### config.mk
export PLATFORM = sky130hd
export DESIGN_NAME = seg7_scan_driver
export DESIGN_NICKNAME = d
export VERILOG_FILES = /design/src/rtl/seg7_pkg.sv /design/src/rtl/seg7_scan_driver_bin2bcd.sv /design/src/rtl/seg7_scan_driver.sv
export SDC_FILE = /design/constraint.sdc
export NUM_CORES = 1
export LEC_CHECK = 0
export BUFFER_PORTS_ARGS = -buffer_cell sky130_fd_sc_hd__clkbuf_2
export CAP_MARGIN = 30
export CORE_AREA = 2 2 80 82
export CTS_BUF_LIST = sky130_fd_sc_hd__clkbuf_4
export DETAILED_ROUTE_END_ITERATION = 7
export DIE_AREA = 0 0 82 84
export GPL_ROUTABILITY_DRIVEN = 0
export PLACE_DENSITY = 0.73
export REMOVE_ABC_BUFFERS = 1
export SLEW_MARGIN = 20
export SYNTH_ARGS = -nofsm -noshare
export SYNTH_HDL_FRONTEND = slang
export SYNTH_HIERARCHICAL = 1
export SYNTH_SLANG_ARGS = --single-unit
### constraint.sdc
create_clock -name clk -period 2.06 [get_ports clk]
set_input_delay 0.206 -clock clk [delete_from_list [all_inputs] [get_ports clk]]
set_output_delay 0.206 -clock clk [all_outputs]
set_load 0.02 [all_outputs]
### src/rtl/seg7_pkg.sv
// Shared glyph table, segment constants and elaboration-time helpers for the
// multiplexed 7-segment scan driver.
package seg7_pkg;

    // Segment vectors are {g,f,e,d,c,b,a}, active-high inside the design
    localparam logic [6:0] SEG_DASH = 7'b1000000;
    localparam logic [6:0] SEG_OFF  = 7'b0000000;

    // Returns at least 1 so that counters always get a legal width
    function automatic int clog2(input int n);
        int r;
        r = 1;
        while ((1 << r) < n) r = r + 1;
        return r;
    endfunction

    // Number of decimal digits needed for 2^w-1
    function automatic int ndec(input int w);
        logic [63:0] maxv;
        logic [63:0] p;
        int          n;
        maxv = (64'd1 << w) - 64'd1;
        n    = 1;
        p    = 64'd10;
        for (int i = 0; i < 19; i++) begin
            if (p <= maxv) begin
                n = n + 1;
                p = p * 64'd10;
            end
        end
        return n;
    endfunction

    function automatic logic [6:0] hex2seg(input logic [3:0] v);
        logic [6:0] s;
        case (v)
            4'h0: s = 7'h3F;
            4'h1: s = 7'h06;
            4'h2: s = 7'h5B;
            4'h3: s = 7'h4F;
            4'h4: s = 7'h66;
            4'h5: s = 7'h6D;
            4'h6: s = 7'h7D;
            4'h7: s = 7'h07;
            4'h8: s = 7'h7F;
            4'h9: s = 7'h6F;
            4'hA: s = 7'h77;
            4'hB: s = 7'h7C;
            4'hC: s = 7'h39;
            4'hD: s = 7'h5E;
            4'hE: s = 7'h79;
            default: s = 7'h71;
        endcase
        return s;
    endfunction

endpackage

### src/rtl/seg7_scan_driver_bin2bcd.sv
// Sequential double-dabble converter: one add-3-then-shift step per clock.
// bcd/done expose the result of the step taken in the final busy cycle.
module seg7_bin2bcd
    import seg7_pkg::*;
#(
    parameter int DATA_W = 8
) (
    input  logic                        clk,
    input  logic                        reset,
    input  logic                        start,
    input  logic [DATA_W-1:0]           bin,
    output logic                        busy,
    output logic                        done,
    output logic [4*ndec(DATA_W)-1:0]   bcd
);

    localparam int ND = ndec(DATA_W);
    localparam int CW = clog2(DATA_W);
    localparam logic [CW-1:0] LAST = CW'(DATA_W - 1);

    logic [DATA_W-1:0] bin_reg;
    logic [4*ND-1:0]   bcd_reg;
    logic [4*ND-1:0]   adj;
    logic [4*ND-1:0]   bcd_next;
    logic [CW-1:0]     cnt_reg;
    logic              busy_reg;

    always_comb begin
        adj = bcd_reg;
        for (int d = 0; d < ND; d++) begin
            if (bcd_reg[4*d +: 4] >= 4'd5) begin
                adj[4*d +: 4] = bcd_reg[4*d +: 4] + 4'd3;
            end
        end
        bcd_next = {adj[4*ND-2:0], bin_reg[DATA_W-1]};
    end

    always_ff @(posedge clk) begin
        if (reset) begin
            busy_reg <= 1'b0;
            cnt_reg  <= '0;
            bin_reg  <= '0;
            bcd_reg  <= '0;
        end else if (busy_reg) begin
            bin_reg <= bin_reg << 1;
            bcd_reg <= bcd_next;
            if (cnt_reg == LAST) begin
                busy_reg <= 1'b0;
                cnt_reg  <= '0;
            end else begin
                cnt_reg <= cnt_reg + 1'b1;
            end
        end else if (start) begin
            bin_reg  <= bin;
            bcd_reg  <= '0;
            cnt_reg  <= '0;
            busy_reg <= 1'b1;
        end
    end

    assign busy = busy_reg;
    assign done = busy_reg && (cnt_reg == LAST);
    assign bcd  = bcd_next;

endmodule

### src/rtl/seg7_scan_driver.sv
// Multiplexed 7-segment driver: captures a binary value in hex or decimal,
// time-scans the digits with 16-phase brightness PWM and flags overflow.
module seg7_scan_driver
    import seg7_pkg::*;
#(
    parameter int DATA_W        = 8,
    parameter int N_DIGITS      = 4,
    parameter int SCAN_DIV      = 1600,
    parameter bit ANODE_ACT_LOW = 1'b1,
    parameter bit SEG_ACT_LOW   = 1'b1
) (
    input  logic                clk,
    input  logic                reset,
    input  logic [DATA_W-1:0]   data,
    input  logic                load,
    input  logic                mode,
    input  logic                blank_lz,
    input  logic [3:0]          bright,
    output logic                busy,
    output logic                ovf,
    output logic [N_DIGITS-1:0] anode,
    output logic [6:0]          seg
);

    localparam int HEXD  = (DATA_W + 3) / 4;
    localparam int ND    = ndec(DATA_W);
    localparam int PRE_N = SCAN_DIV / 16;
    localparam int PW    = clog2(PRE_N);
    localparam int IW    = clog2(N_DIGITS);
    localparam bit HEX_OVF = (HEXD > N_DIGITS);

    logic [4*HEXD-1:0] data_pad;
    logic [4*ND-1:0]   bcd;
    logic              cvt_busy;
    logic              cvt_done;
    logic              dec_ovf;
    logic [3:0]        hex_dig [N_DIGITS];
    logic [3:0]        dec_dig [N_DIGITS];
    logic [3:0]        disp_reg [N_DIGITS];
    logic              ovf_reg;

    logic [PW-1:0]     pre_reg;
    logic [3:0]        phase_reg;
    logic [IW-1:0]     idx_reg;

    logic [N_DIGITS-1:0] keep;
    logic [N_DIGITS-1:0] anode_next;
    logic [6:0]          seg_next;
    logic [N_DIGITS-1:0] anode_reg;
    logic [6:0]          seg_reg;

    assign data_pad = (4*HEXD)'(data);

    seg7_bin2bcd #(.DATA_W(DATA_W)) u_bin2bcd (
        .clk   (clk),
        .reset (reset),
        .start (load && !cvt_busy && mode),
        .bin   (data),
        .busy  (cvt_busy),
        .done  (cvt_done),
        .bcd   (bcd)
    );

    // Per-digit source selection; digits beyond the source width read as zero
    for (genvar gi = 0; gi < N_DIGITS; gi++) begin : g_dig
        if (gi < HEXD) begin : g_hex
            assign hex_dig[gi] = data_pad[4*gi +: 4];
        end else begin : g_hex_zero
            assign hex_dig[gi] = 4'd0;
        end
        if (gi < ND) begin : g_dec
            assign dec_dig[gi] = bcd[4*gi +: 4];
        end else begin : g_dec_zero
            assign dec_dig[gi] = 4'd0;
        end
    end

    if (ND > N_DIGITS) begin : g_dec_ovf
        assign dec_ovf = |bcd[4*ND-1 : 4*N_DIGITS];
    end else begin : g_no_dec_ovf
        assign dec_ovf = 1'b0;
    end

    // A load is only seen when idle; cvt_done implies busy so the two never collide
    always_ff @(posedge clk) begin
        if (reset) begin
            for (int i = 0; i < N_DIGITS; i++) disp_reg[i] <= 4'd0;
            ovf_reg <= 1'b0;
        end else if (cvt_done) begin
            disp_reg <= dec_dig;
            ovf_reg  <= dec_ovf;
        end else if (load && !cvt_busy && !mode) begin
            disp_reg <= hex_dig;
            ovf_reg  <= HEX_OVF;
        end
    end

    always_ff @(posedge clk) begin
        if (reset) begin
            pre_reg   <= '0;
            phase_reg <= 4'd0;
            idx_reg   <= '0;
        end else if (pre_reg == PW'(PRE_N - 1)) begin
            pre_reg   <= '0;
            phase_reg <= phase_reg + 4'd1;
            if (phase_reg == 4'd15) begin
                idx_reg <= (idx_reg == IW'(N_DIGITS - 1)) ? '0 : idx_reg + 1'b1;
            end
        end else begin
            pre_reg <= pre_reg + 1'b1;
        end
    end

    // keep[i]: some digit at or above i is non-zero; digit 0 is always kept
    always_comb begin
        logic seen;
        seen = 1'b0;
        keep = '0;
        for (int i = N_DIGITS - 1; i >= 0; i--) begin
            seen    = seen | (disp_reg[i] != 4'd0) | (i == 0);
            keep[i] = seen;
        end
    end

    always_comb begin
        anode_next = '0;
        if (phase_reg <= bright) anode_next[idx_reg] = 1'b1;
        if (ovf_reg) begin
            seg_next = SEG_DASH;
        end else if (blank_lz && !keep[idx_reg]) begin
            seg_next = SEG_OFF;
        end else begin
            seg_next = hex2seg(disp_reg[idx_reg]);
        end
    end

    // Single output stage applies polarity to anode and seg together
    always_ff @(posedge clk) begin
        if (reset) begin
            anode_reg <= {N_DIGITS{ANODE_ACT_LOW}};
            seg_reg   <= {7{SEG_ACT_LOW}};
        end else begin
            anode_reg <= anode_next ^ {N_DIGITS{ANODE_ACT_LOW}};
            seg_reg   <= seg_next ^ {7{SEG_ACT_LOW}};
        end
    end

    assign busy  = cvt_busy;
    assign ovf   = ovf_reg;
    assign anode = anode_reg;
    assign seg   = seg_reg;

endmodule
==> qor.txt <==
Cell-by-cell listing of the critical path -> nor2b_1, nand2_1, o21ai_0, inv_1, ha_1, nor2_1, a211oi_1, o21ai_1
Via-per-instance ratio -> 5.35
Worst-case setup margin in the final layout -> 0.160 ns
Reg-to-reg slack, setup -> 0.16 ns
Sequential share of power -> 48.2%
Area share of fa/ha/maj cells after synthesis -> 9.43%
Boundary Pins -> 30
Clock sinks -> 60
Detailed-router iteration count before antenna repair -> 4
Die W -> 82 um
Clock tree from TritonCTS -> built
Detailed-route wire length -> 5800 um
Transition at the pin with the smallest max-transition slack -> 0.649 ns
Initial antenna violation count -> 0
Routed wire per std cell -> 12.5 um
Largest family of logic cells by synthesized area -> simple AND/OR/NAND/NOR gates
Max-slew headroom at the worst pin -> 56.3%
Simple-Gate Fraction of Synth Area -> 19.9%
Final critical-path required period -> 1.90 ns
Antenna-violating nets left -> 0
Synth-to-layout area growth -> 11.5%
Async set-reset flop share out of synthesis -> 0%
Sequential area share after synthesis -> 37.7%
Largest incremental delay on the critical path -> 0.47 ns
Maximum vdd drop -> 412 uV
Largest clock skew in the final design -> 0.0155 ns
Cells after synthesis -> 352
Total half-perimeter wirelength after legalization and detailed placement -> 4240 um
Post-Synthesis Mean Instance Area -> 9.05 um^2
Final Util -> 58.3%
Data arrival, critical path -> 2.19 ns
Effective utilization at floorplan -> 52.3%
Post-synthesis sequential element count -> 60
Combinational fraction of design power -> 10.8%
Die outline height -> 84 um
CTS Root Cell -> clkbuf_4
Power share of the clock group -> 41.1%
CP Capture Type -> register
Number of design rule violations left after detail routing -> 0
Iteration-0 DRC Markers -> 128
Total of cells resized after clock tree synthesis -> 0
Layout Cell Area excl Fill -> 3550 um^2
Clock buffers created by TritonCTS -> 9
H-tree depth -> 3
Startpoint type of the worst setup path -> register
FILL cells -> 553
Post-Place Setup Slack -> 0.193 ns
Total of buffers placed on input and output ports -> 28
Leakage power of the design -> 1.47 nW
Worst Path Max Fanout -> 14
Clock Path Buffers -> 2
Unrepaired setup endpoints after global routing -> false
Top cells by count, synth -> dfxtp_1, nor2_1, mux2i_1
Number of max-cap violations -> 0
Pwr per Cell Area -> 717 nW/um^2
Sw power -> 0.617 mW
Number of pins with negative max-slew slack in the final report -> 0
Final count of negative-setup-slack endpoints -> 0
Number of global-route vias before repair -> 2337
Worst setup path category -> register to register
Critical path origin -> idx_reg[1]$_SDFFE_PP0P_
DR vias -> 2471
Net count, final -> 421
EDFF count, synth -> 0
# rows -> 29
Kind of path behind the tightest hold check -> input port to register
Yosys synthesis warning count -> 6
Status -> completed
Mux share of post-synthesis cell area -> 8.48%
Fraction of power spent switching nets -> 24.2%
Footprint of the flip-flops and latches -> 1200 um^2
Number of antenna repair diodes -> 0
Number of setup buffers added after CTS -> 0
Yosys top cell area share -> 37.7%
Clock insertion delay at the later pin of the skew report -> 0.41 ns
Largest net degree at the start of global routing -> 39
Main area contributors after synthesis -> dfxtp_1, ha_1, mux2i_1, nor2_1, a21oi_1
Hold-fix buffer count after cts -> 0
Maximum clock frequency -> 526 MHz
First-pass GRT wire length -> 10200 um
Overall Global Routing Usage -> 19.1%
Critical path data required time -> 2.35 ns
Share of cells above drive strength 1 -> 15.8%
Synth area leader -> dfxtp_1
Slowest cell on the critical path -> dfxtp_1
Origin of the critical flop-to-flop path -> idx_reg[1]$_SDFFE_PP0P_
Final Cycle Share -> 92.2%
Distinct cell type count of the synthesized netlist -> 48
Residual overflow from global routing -> 0
Multi-input gate area in the final layout -> 1810 um^2
Share of the synthesized area in compound gates (AO/OA/AOI/OAI) -> 15.1%
Internal power contribution -> 1.93 mW
Syn Std Cell Area -> 3190 um^2
Instance area after placement -> 3370 um^2
Hold path startpoint -> data[0]
Xor/xnor share of the synthesized area -> 3.85%
Most used flip-flop cell after synthesis -> dfxtp_1
Cell with the most instances after synthesis -> dfxtp_1
Die area -> 6890 um^2
Hold Violations, Final -> 0
Core area -> 6100 um^2
Clock transition at the registers of the reported paths -> 0.10 ns
critical path: cells and delay by family (launching register included):
family,cells,cell delay (ns)
adders and majority gates,1,0.32
DFF,1,0.47
buffers and inverters,1,0.12
and+or+nand+nor,3,0.51
AOI/OAI and AO/OA,3,0.35
cell families after synthesis:
logic type               Yosys count
AO/OA/AOI/OAI                     70
adder cells (fa/ha/maj)           24
XOR/XNOR                          14
AND/OR/NAND/NOR                  120
buffers and inverters             36
flip-flops                        60
multiplexers                      27
other                              1
final cells by class:
cell class | instances | share of cell area (%)
multi-input combinational | 256 | 51.0
timing repair buffer | 36 | 5.64
inverter | 17 | 1.80
clock inverter | 6 | 2.89
tap | 77 | 2.71
sequential | 60 | 33.8
clock buffer | 10 | 2.11
power groups by stage:
stage	sequential, mW	clock [mW]	combinational, mW
floorplan	1.28	0	0.151
global placement	1.25	0	0.271
detailed placement	1.25	0	0.276
CTS	1.23	1.07	0.277
global route	1.23	1.14	0.311
finish	1.23	1.05	0.274
metrics by stage:
stage / cells / setup TNS [ns] / hold WS (ns) / power [mW]
final: 462 / 0 / 0.0840 / 2.55
after detailed placement: 446 / 0 / 0.435 / 1.53
after global routing: 462 / 0 / 0.0753 / 2.68
after floorplan: 333 / -7.74 / 0.268 / 1.43
after global placement: 446 / 0 / 0.425 / 1.53
after CTS: 462 / 0 / 0.0726 / 2.58
per-layer routing:
metal / up-vias / part of all wire (%) / GRT usage, %
li1: 1302 / - / -
met1: 1124 / 48 / 23.8
met2: 38 / 46 / 30.1
met3: 7 / 3.2 / 6.82
met4: 0 / 1.9 / 6.67
met5: - / 0 / 0
placed cells by master (no fill, tap or decap), drive strengths merged, types with 6 or more instances in the layout:
cell type / synthesis / routed
mux2i: 27 / 27
nand2b: 9 / 9
inv: 17 / 17
xor2: 6 / 6
nor3b: 6 / 6
dfxtp: 60 / 60
nand2: 16 / 16
a211oi: 9 / 9
a21oi: 22 / 22
o21ai: 13 / 13
xnor2: 8 / 8
buf: 14 / 8
ha: 24 / 24
nor2: 53 / 53
clkbuf: 4 / 38
path summary, 6_finish.rpt:
kind | endpoint | cells after the start
worst min register to register | pre_reg[0]$_SDFF_PP0_ | 1
worst max register to register | seg[3]$_SDFF_PP1_ | 8
worst max-delay path | seg[3]$_SDFF_PP1_ | 8
worst min-delay path | u_bin2bcd/bin_reg[0]$_SDFFE_PP0P_ | 3
(Power assumes the default switching activity.)
